--- config.mk ---
export PLATFORM = sky130hd
export DESIGN_NAME = vegeta_acc_drain_fp6
export DESIGN_NICKNAME = d
export VERILOG_FILES = /design/src/rtl/vTPU_pkg_fp6.sv /design/src/rtl/vegeta_drain_fifo.sv /design/src/rtl/vegeta_acc_drain_fp6.sv
export SDC_FILE = /design/constraint.sdc
export NUM_CORES = 1
export LEC_CHECK = 0
export ABC_AREA = 1
export BUFFER_PORTS_ARGS = -buffer_cell sky130_fd_sc_hd__buf_2
export CAP_MARGIN = 20
export CORE_UTILIZATION = 64
export DETAILED_ROUTE_END_ITERATION = 16
export PLACE_DENSITY = 0.82
export SYNTH_ARGS = -nofsm -noshare
export SYNTH_HDL_FRONTEND = slang
export SYNTH_SLANG_ARGS = --single-unit
--- constraint.sdc ---
create_clock -name clk -period 6.75 [get_ports clk]
set_clock_uncertainty 0.15 [all_clocks]
set_input_delay 1.6875 -clock clk [delete_from_list [all_inputs] [get_ports clk]]
set_output_delay 1.6875 -clock clk [all_outputs]
set_load 0.01 [all_outputs]
--- src/rtl/vTPU_pkg_fp6.sv ---
// Shared types and helpers for the FP6 VEGETA accumulator drain stage.
// Lane narrowing saturates when VEGETA_ACC_DRAIN_SAT_EN is defined, else wraps.
package vTPU_pkg_fp6;

    localparam int ACC_ALPHA            = 2;
    localparam int ACC_BETA             = 2;
    localparam int LANES                = ACC_ALPHA * ACC_BETA;
    localparam int ACC_ADD_DW           = 16;
    localparam int OUT_DATAWIDTH        = 8;
    localparam int ACC_DRAIN_FIFO_DEPTH = 8;

    typedef struct packed {
        logic [LANES-1:0][OUT_DATAWIDTH-1:0] data;
        logic [7:0]                          scale;
    } acc_drain_entry_t;

`ifdef VEGETA_ACC_DRAIN_SAT_EN
    localparam logic signed [ACC_ADD_DW-1:0] ACC_SAT_HI =
        ACC_ADD_DW'((1 << (OUT_DATAWIDTH-1)) - 1);
    localparam logic signed [ACC_ADD_DW-1:0] ACC_SAT_LO =
        ACC_ADD_DW'(-(1 << (OUT_DATAWIDTH-1)));
`endif

    function automatic logic [OUT_DATAWIDTH-1:0] acc_narrow(
        input logic signed [ACC_ADD_DW-1:0] v
    );
`ifdef VEGETA_ACC_DRAIN_SAT_EN
        if (v > ACC_SAT_HI)
            return OUT_DATAWIDTH'(ACC_SAT_HI);
        if (v < ACC_SAT_LO)
            return OUT_DATAWIDTH'(ACC_SAT_LO);
`endif
        return OUT_DATAWIDTH'(v);
    endfunction

endpackage

--- src/rtl/vegeta_drain_fifo.sv ---
// Synchronous FIFO with occupancy count; output word is gated to zero when empty.
// A push into a full FIFO only lands if a pop frees a slot in the same cycle.
module vegeta_drain_fifo #(
    parameter int WIDTH = 40,
    parameter int DEPTH = 8
) (
    input  logic                       clk,
    input  logic                       rst,
    input  logic                       push,
    input  logic [WIDTH-1:0]           din,
    input  logic                       pop,
    output logic [WIDTH-1:0]           dout,
    output logic                       valid,
    output logic                       full,
    output logic [$clog2(DEPTH):0]     count
);

    localparam int AW = $clog2(DEPTH);
    localparam int CW = AW + 1;

    logic [WIDTH-1:0] mem [DEPTH];
    logic [AW-1:0]    wr_ptr;
    logic [AW-1:0]    rd_ptr;
    logic             do_push;
    logic             do_pop;

    assign valid   = (count != '0);
    assign full    = (count == CW'(DEPTH));
    assign do_pop  = pop && valid;
    assign do_push = push && (!full || do_pop);
    assign dout    = valid ? mem[rd_ptr] : '0;

    // Pointer and count bookkeeping; pointers wrap naturally (power-of-two depth).
    always_ff @(posedge clk) begin
        if (rst) begin
            wr_ptr <= '0;
            rd_ptr <= '0;
            count  <= '0;
        end else begin
            if (do_push)
                wr_ptr <= wr_ptr + 1'b1;
            if (do_pop)
                rd_ptr <= rd_ptr + 1'b1;
            unique case ({do_push, do_pop})
                2'b10:   count <= count + CW'(1);
                2'b01:   count <= count - CW'(1);
                default: count <= count;
            endcase
        end
    end

    // Storage array; contents are don't-care until written.
    always_ff @(posedge clk) begin
        if (do_push)
            mem[wr_ptr] <= din;
    end

endmodule

--- src/rtl/vegeta_acc_drain_fp6.sv ---
// Drain below the FP6 VEGETA PE array: deskew, narrow, buffer, hand off.
// Optional lane saturation: VEGETA_ACC_DRAIN_SAT_EN (default build wraps).
module vegeta_acc_drain_fp6 #(
    parameter int ALPHA         = 2,
    parameter int BETA          = 2,
    parameter int ADD_DATAWIDTH = 16,
    parameter int OUT_DATAWIDTH = 8,
    parameter int FIFO_DEPTH    = 8
) (
    input  logic                                   clk,
    input  logic                                   rst,
    input  logic [ALPHA*BETA*ADD_DATAWIDTH-1:0]    acc_in,
    input  logic                                   acc_valid_in,
    input  logic [7:0]                             input_acc_scale,
    output logic                                   acc_stall,
    output logic [ALPHA*BETA*OUT_DATAWIDTH-1:0]    out_data,
    output logic [7:0]                             out_scale,
    output logic                                   out_valid,
    input  logic                                   out_ready,
    output logic                                   overflow_err
);

    import vTPU_pkg_fp6::*;

    localparam int NL = ALPHA * BETA;
    localparam int CW = $clog2(FIFO_DEPTH) + 1;
    localparam int IW = $clog2(NL) + 1;

    logic [NL-1:0][ADD_DATAWIDTH-1:0] lane_al;
    logic [NL-2:0]                    vpipe;
    logic [NL-2:0][7:0]               spipe;
    logic [IW-1:0]                    inflight;
    logic [CW:0]                      occ;
    logic [CW-1:0]                    fifo_count;
    logic                             fifo_full;
    logic                             wr_push;
    logic                             pop;
    acc_drain_entry_t                 wr_entry;
    acc_drain_entry_t                 rd_entry;

    for (genvar i = 0; i < NL; i++) begin : g_skew
        localparam int D = NL - 1 - i;
        if (D == 0) begin : g_pass
            assign lane_al[i] = acc_in[i*ADD_DATAWIDTH +: ADD_DATAWIDTH];
        end else begin : g_dly
            logic [D-1:0][ADD_DATAWIDTH-1:0] sr;
            // Delay early lanes so every lane lines up with the last one.
            always_ff @(posedge clk) begin
                if (rst) begin
                    sr <= '0;
                end else begin
                    sr[0] <= acc_in[i*ADD_DATAWIDTH +: ADD_DATAWIDTH];
                    for (int k = 1; k < D; k++)
                        sr[k] <= sr[k-1];
                end
            end
            assign lane_al[i] = sr[D-1];
        end
    end

    // Valid bit and scale ride alongside lane 0 through the skew.
    always_ff @(posedge clk) begin
        if (rst) begin
            vpipe <= '0;
            spipe <= '0;
        end else begin
            vpipe[0] <= acc_valid_in;
            spipe[0] <= input_acc_scale;
            for (int k = 1; k < NL - 1; k++) begin
                vpipe[k] <= vpipe[k-1];
                spipe[k] <= spipe[k-1];
            end
        end
    end

    // Build the narrowed FIFO entry from the aligned lanes.
    always_comb begin
        wr_entry       = '0;
        wr_entry.scale = spipe[NL-2];
        for (int i = 0; i < NL; i++)
            wr_entry.data[i] = acc_narrow(lane_al[i]);
    end

    // Stall once buffered plus in-flight vectors would fill the FIFO.
    always_comb begin
        inflight = '0;
        for (int k = 0; k < NL - 1; k++)
            inflight = inflight + IW'(vpipe[k]);
        occ       = {1'b0, fifo_count} + (CW+1)'(inflight);
        acc_stall = (occ >= (CW+1)'(FIFO_DEPTH));
    end

    assign wr_push = vpipe[NL-2];
    assign pop     = out_valid && out_ready;

    vegeta_drain_fifo #(
        .WIDTH ($bits(acc_drain_entry_t)),
        .DEPTH (FIFO_DEPTH)
    ) u_fifo (
        .clk   (clk),
        .rst   (rst),
        .push  (wr_push),
        .din   (wr_entry),
        .pop   (pop),
        .dout  (rd_entry),
        .valid (out_valid),
        .full  (fifo_full),
        .count (fifo_count)
    );

    assign out_data  = rd_entry.data;
    assign out_scale = rd_entry.scale;

    // Sticky flag for a vector dropped against a full, non-draining FIFO.
    always_ff @(posedge clk) begin
        if (rst)
            overflow_err <= 1'b0;
        else if (wr_push && fifo_full && !pop)
            overflow_err <= 1'b1;
    end

endmodule

==> results.md <==
- # clock sinks: 409
- Via count: roughly 10000
- Sw Share: approximately a third
- Crit path kind: register to output pin
- Library cells used by synthesis: 22
- GPL Wtd Cong: 0.798
- Global-route wire length before repair: around 48000 um
- Core ar.: 23700 um^2
- DR vias/cell: around 5.6
- Syn-to-layout area delta: 12.1%
- Post-CTS Setup Inserts: 0
- Max cap viols: 0
- Relative slew margins: about 29%
- Mapped Area: about 16000 um^2
- Final setup fails: 0
- Least-Margin Pin Slew: 1.06 ns
- Total GRT Usage: 25.7%
- Yosys top cell by area: edfxtp_1
- Die Y: 158 um
- DR top layer: met5
- Rows: between 50 and 60
- Buffers on Ports: 86
- Leakage: around 6.6 nW
- CTS Buf Count: 39
- DRC errors left: 0
- Gr ovfl total: 0
- Final ANT Viol Nets: 0
- Setup TNS: 0 ns
- Post-synth ARST share: 0%
- Vias in the first global route: about 9600
- Sequential fraction of the synthesis area: 73.2%
- WL met3: between 2000 and 2500 um
- DP Wirelength: between 15000 and 20000 um
- DR WL/cell: between 15 and 20 um
- Die Area: between 20000 and 25000 um^2
- DR iter-0 viols: 887
- Tmin final: 4.79 ns
- Ys Warns: 0
- Die width: 158 um
- Highest Clock Rate: about 210 MHz
- Largest net degree at the start of global routing: 120
- Logic pwr share: around 26%
- Clock Tree Buf Depth: 3
- Initial antenna violation count: 1
- Crit path DAT: 2.95 ns
- Nature of the critical path endpoint: output pin
- Clk network pwr share: approximately 31%
- CTS clk-pin slew, worst paths: about 0.06 ns
- Mapped Cells: between 1000 and 1500
- Syn Nets: between 1000 and 1500
- Top FF cell, synth: edfxtp_1
- IO Pins: around 120
- Initial Util: about two thirds
- CTS root buf: clkbuf_16
- Layout cells sized above 1: about an eighth
- Final hold violations: 0
- Post_cts resized: 0
- Placed Cells: ~1700
- PD cells: 382 nW/um^2
- Clock latency on the worst-skew pair: about 0.52 ns
- Status: finished, final reports clean
- Slew Limit Fails: 0
- Hold WC Path Type: register to register
- CTS tree: yes
- Post-synth top cells: nor2_1 (450), edfxtp_1 (320), o21ai_1 (128)
- Final net count: 1520
- WL met1: between 10000 and 15000 um
- Drt pass-1 iters: 5
- WL final: 31300 um
- Ant diodes: 0
- P_int: approximately 4.5 mW
- Peak VDD IR: ~0.47 mV
- Syn avg cell area: approximately 11 um^2
- Cts hold-fix bufs: 0
- H-tree levels: 2
- WL met2: around 16000 um
- RSZ-0062 raised after global routing: no
- Count leader, synth: nor2_1
- Synth top area cells: edfxtp_1 (62%), dfxtp_1 (11%), nor2_1 (11%)
- NetSw: between 2 and 2.5 mW
- Crit Path Max Fanout: 77
- Post-Layout Cell Count: around 1800
- Crit start category: register
- FF+latch count, synth: ~400
- Sequential power share: between 40% and 50%
- Final cycle utilization of the critical path: between 70% and 80%
- Critical Path RT: ~4.9 ns
- Top-area cell type share of the netlist area: 61.7%
- Post-synth EDFFs: between 300 and 400
-- area by class of cell --
cell class                 count  area, um^2
inverter                      92         348
clock inverter                10        90.1
sequential                   409       11400
multi-input combinational    792        3500
fill                        1514        6230
tap                          319         399
timing repair buffer         100         578
clock buffer                  62        1140
-- cells in the final DEF, fill, tap and decap left out, types with 2 or more instances in the layout --
cell type  Yosys  routed
clkbuf_16      0      40
o21ai_0       80      80
nand2_1       64      64
or2_2          2       2
clkbuf_8       0       5
inv_1         91      90
ha_1           7       7
edfxtp_1     320     320
nand3_1       44      43
buf_2         17      85
dfxtp_4        0       3
inv_4          1       2
nor2_4         0       8
clkinv_2       0       4
xor2_1         2       2
fa_1           3       3
buf_4          5      13
clkbuf_1      32      16
nor2_1       450     442
a21oi_1       10      10
dfxtp_1       89      86
buf_16         0       2
inv_6          0       3
o21ai_1      128     128
-- worst paths after layout --
kind                                      start              end  slack, ns  depth (start not counted)
worst max register to register  u_fifo.count[1]  u_fifo.count[3]       3.69                         12
worst min register to register         spipe[7]        spipe[15]       0.25                          2
worst min-delay path                   spipe[7]        spipe[15]       0.25                          2
worst max-delay path                   register      out_data[8]       1.96                          9
-- power by group through the flow --
stage               Clock (mW)  Combinational [mW]  Sequential, mW
floorplan                    0                1.29            2.83
global placement             0                1.60            2.91
detailed placement           0                1.66            2.92
CTS                       2.09                1.69            2.87
global route              2.19                1.93            2.88
finish                    2.07                1.72            2.87
-- registers in the layout, summed over array words and instances (netlist names), named ones only --
name and cells:
g_skew.g_dly.sr 48, overflow_err 1, spipe 24, u_fifo.count 4, u_fifo.mem 320, u_fifo.rd_ptr 3
u_fifo.wr_ptr 3, vpipe 3
-- through the flow --
stage / hold WS (ns) / power (mW) / utilization, % / area, um^2 / worst slack, ns
after floorplan: 0.238 / 4.12 / - / 15600 / 2.25
after global placement: 0.239 / 4.52 / 68.3 / 16200 / 2.23
after detailed placement: 0.242 / 4.58 / 68.3 / 16200 / 2.17
after CTS: 0.250 / 6.65 / 73.5 / 17400 / 1.55
after global routing: 0.260 / 7.00 / 73.7 / 17500 / 1.77
final: 0.250 / 6.66 / 73.7 / 17500 / 1.96
-- critical path, cell delays in order (launching register included) --
cell and delay [ns]:
dfxtp_4 0.72, buf_4 0.49, buf_16 0.35, nor2_1 0.09, nor2_1 0.10, o21ai_0 0.09
o21ai_0 0.10, nor2_1 0.06, nor2_1 0.23, buf_2 0.17
-- layer usage --
| layer | global-route usage [%] | vias to the layer above |
|---|---|---|
| met1 | 32.9 | 4721 |
| met3 | 4.35 | 85 |
| met2 | 43.4 | 429 |
| met5 | 0 | - |
| met4 | 11.2 | 2 |
| li1 | - | 4719 |
-- cells by family after synthesis --
kind of cell / synth area share (%)
and+or+nand+nor: 13.9
DFF: 73.2
AOI/OAI and AO/OA: 7.01
buffers and inverters: 4.80
adders and majority gates: 0.948
xor gates and xnor gates: 0.169
Power figures use the tool's default switching activity.
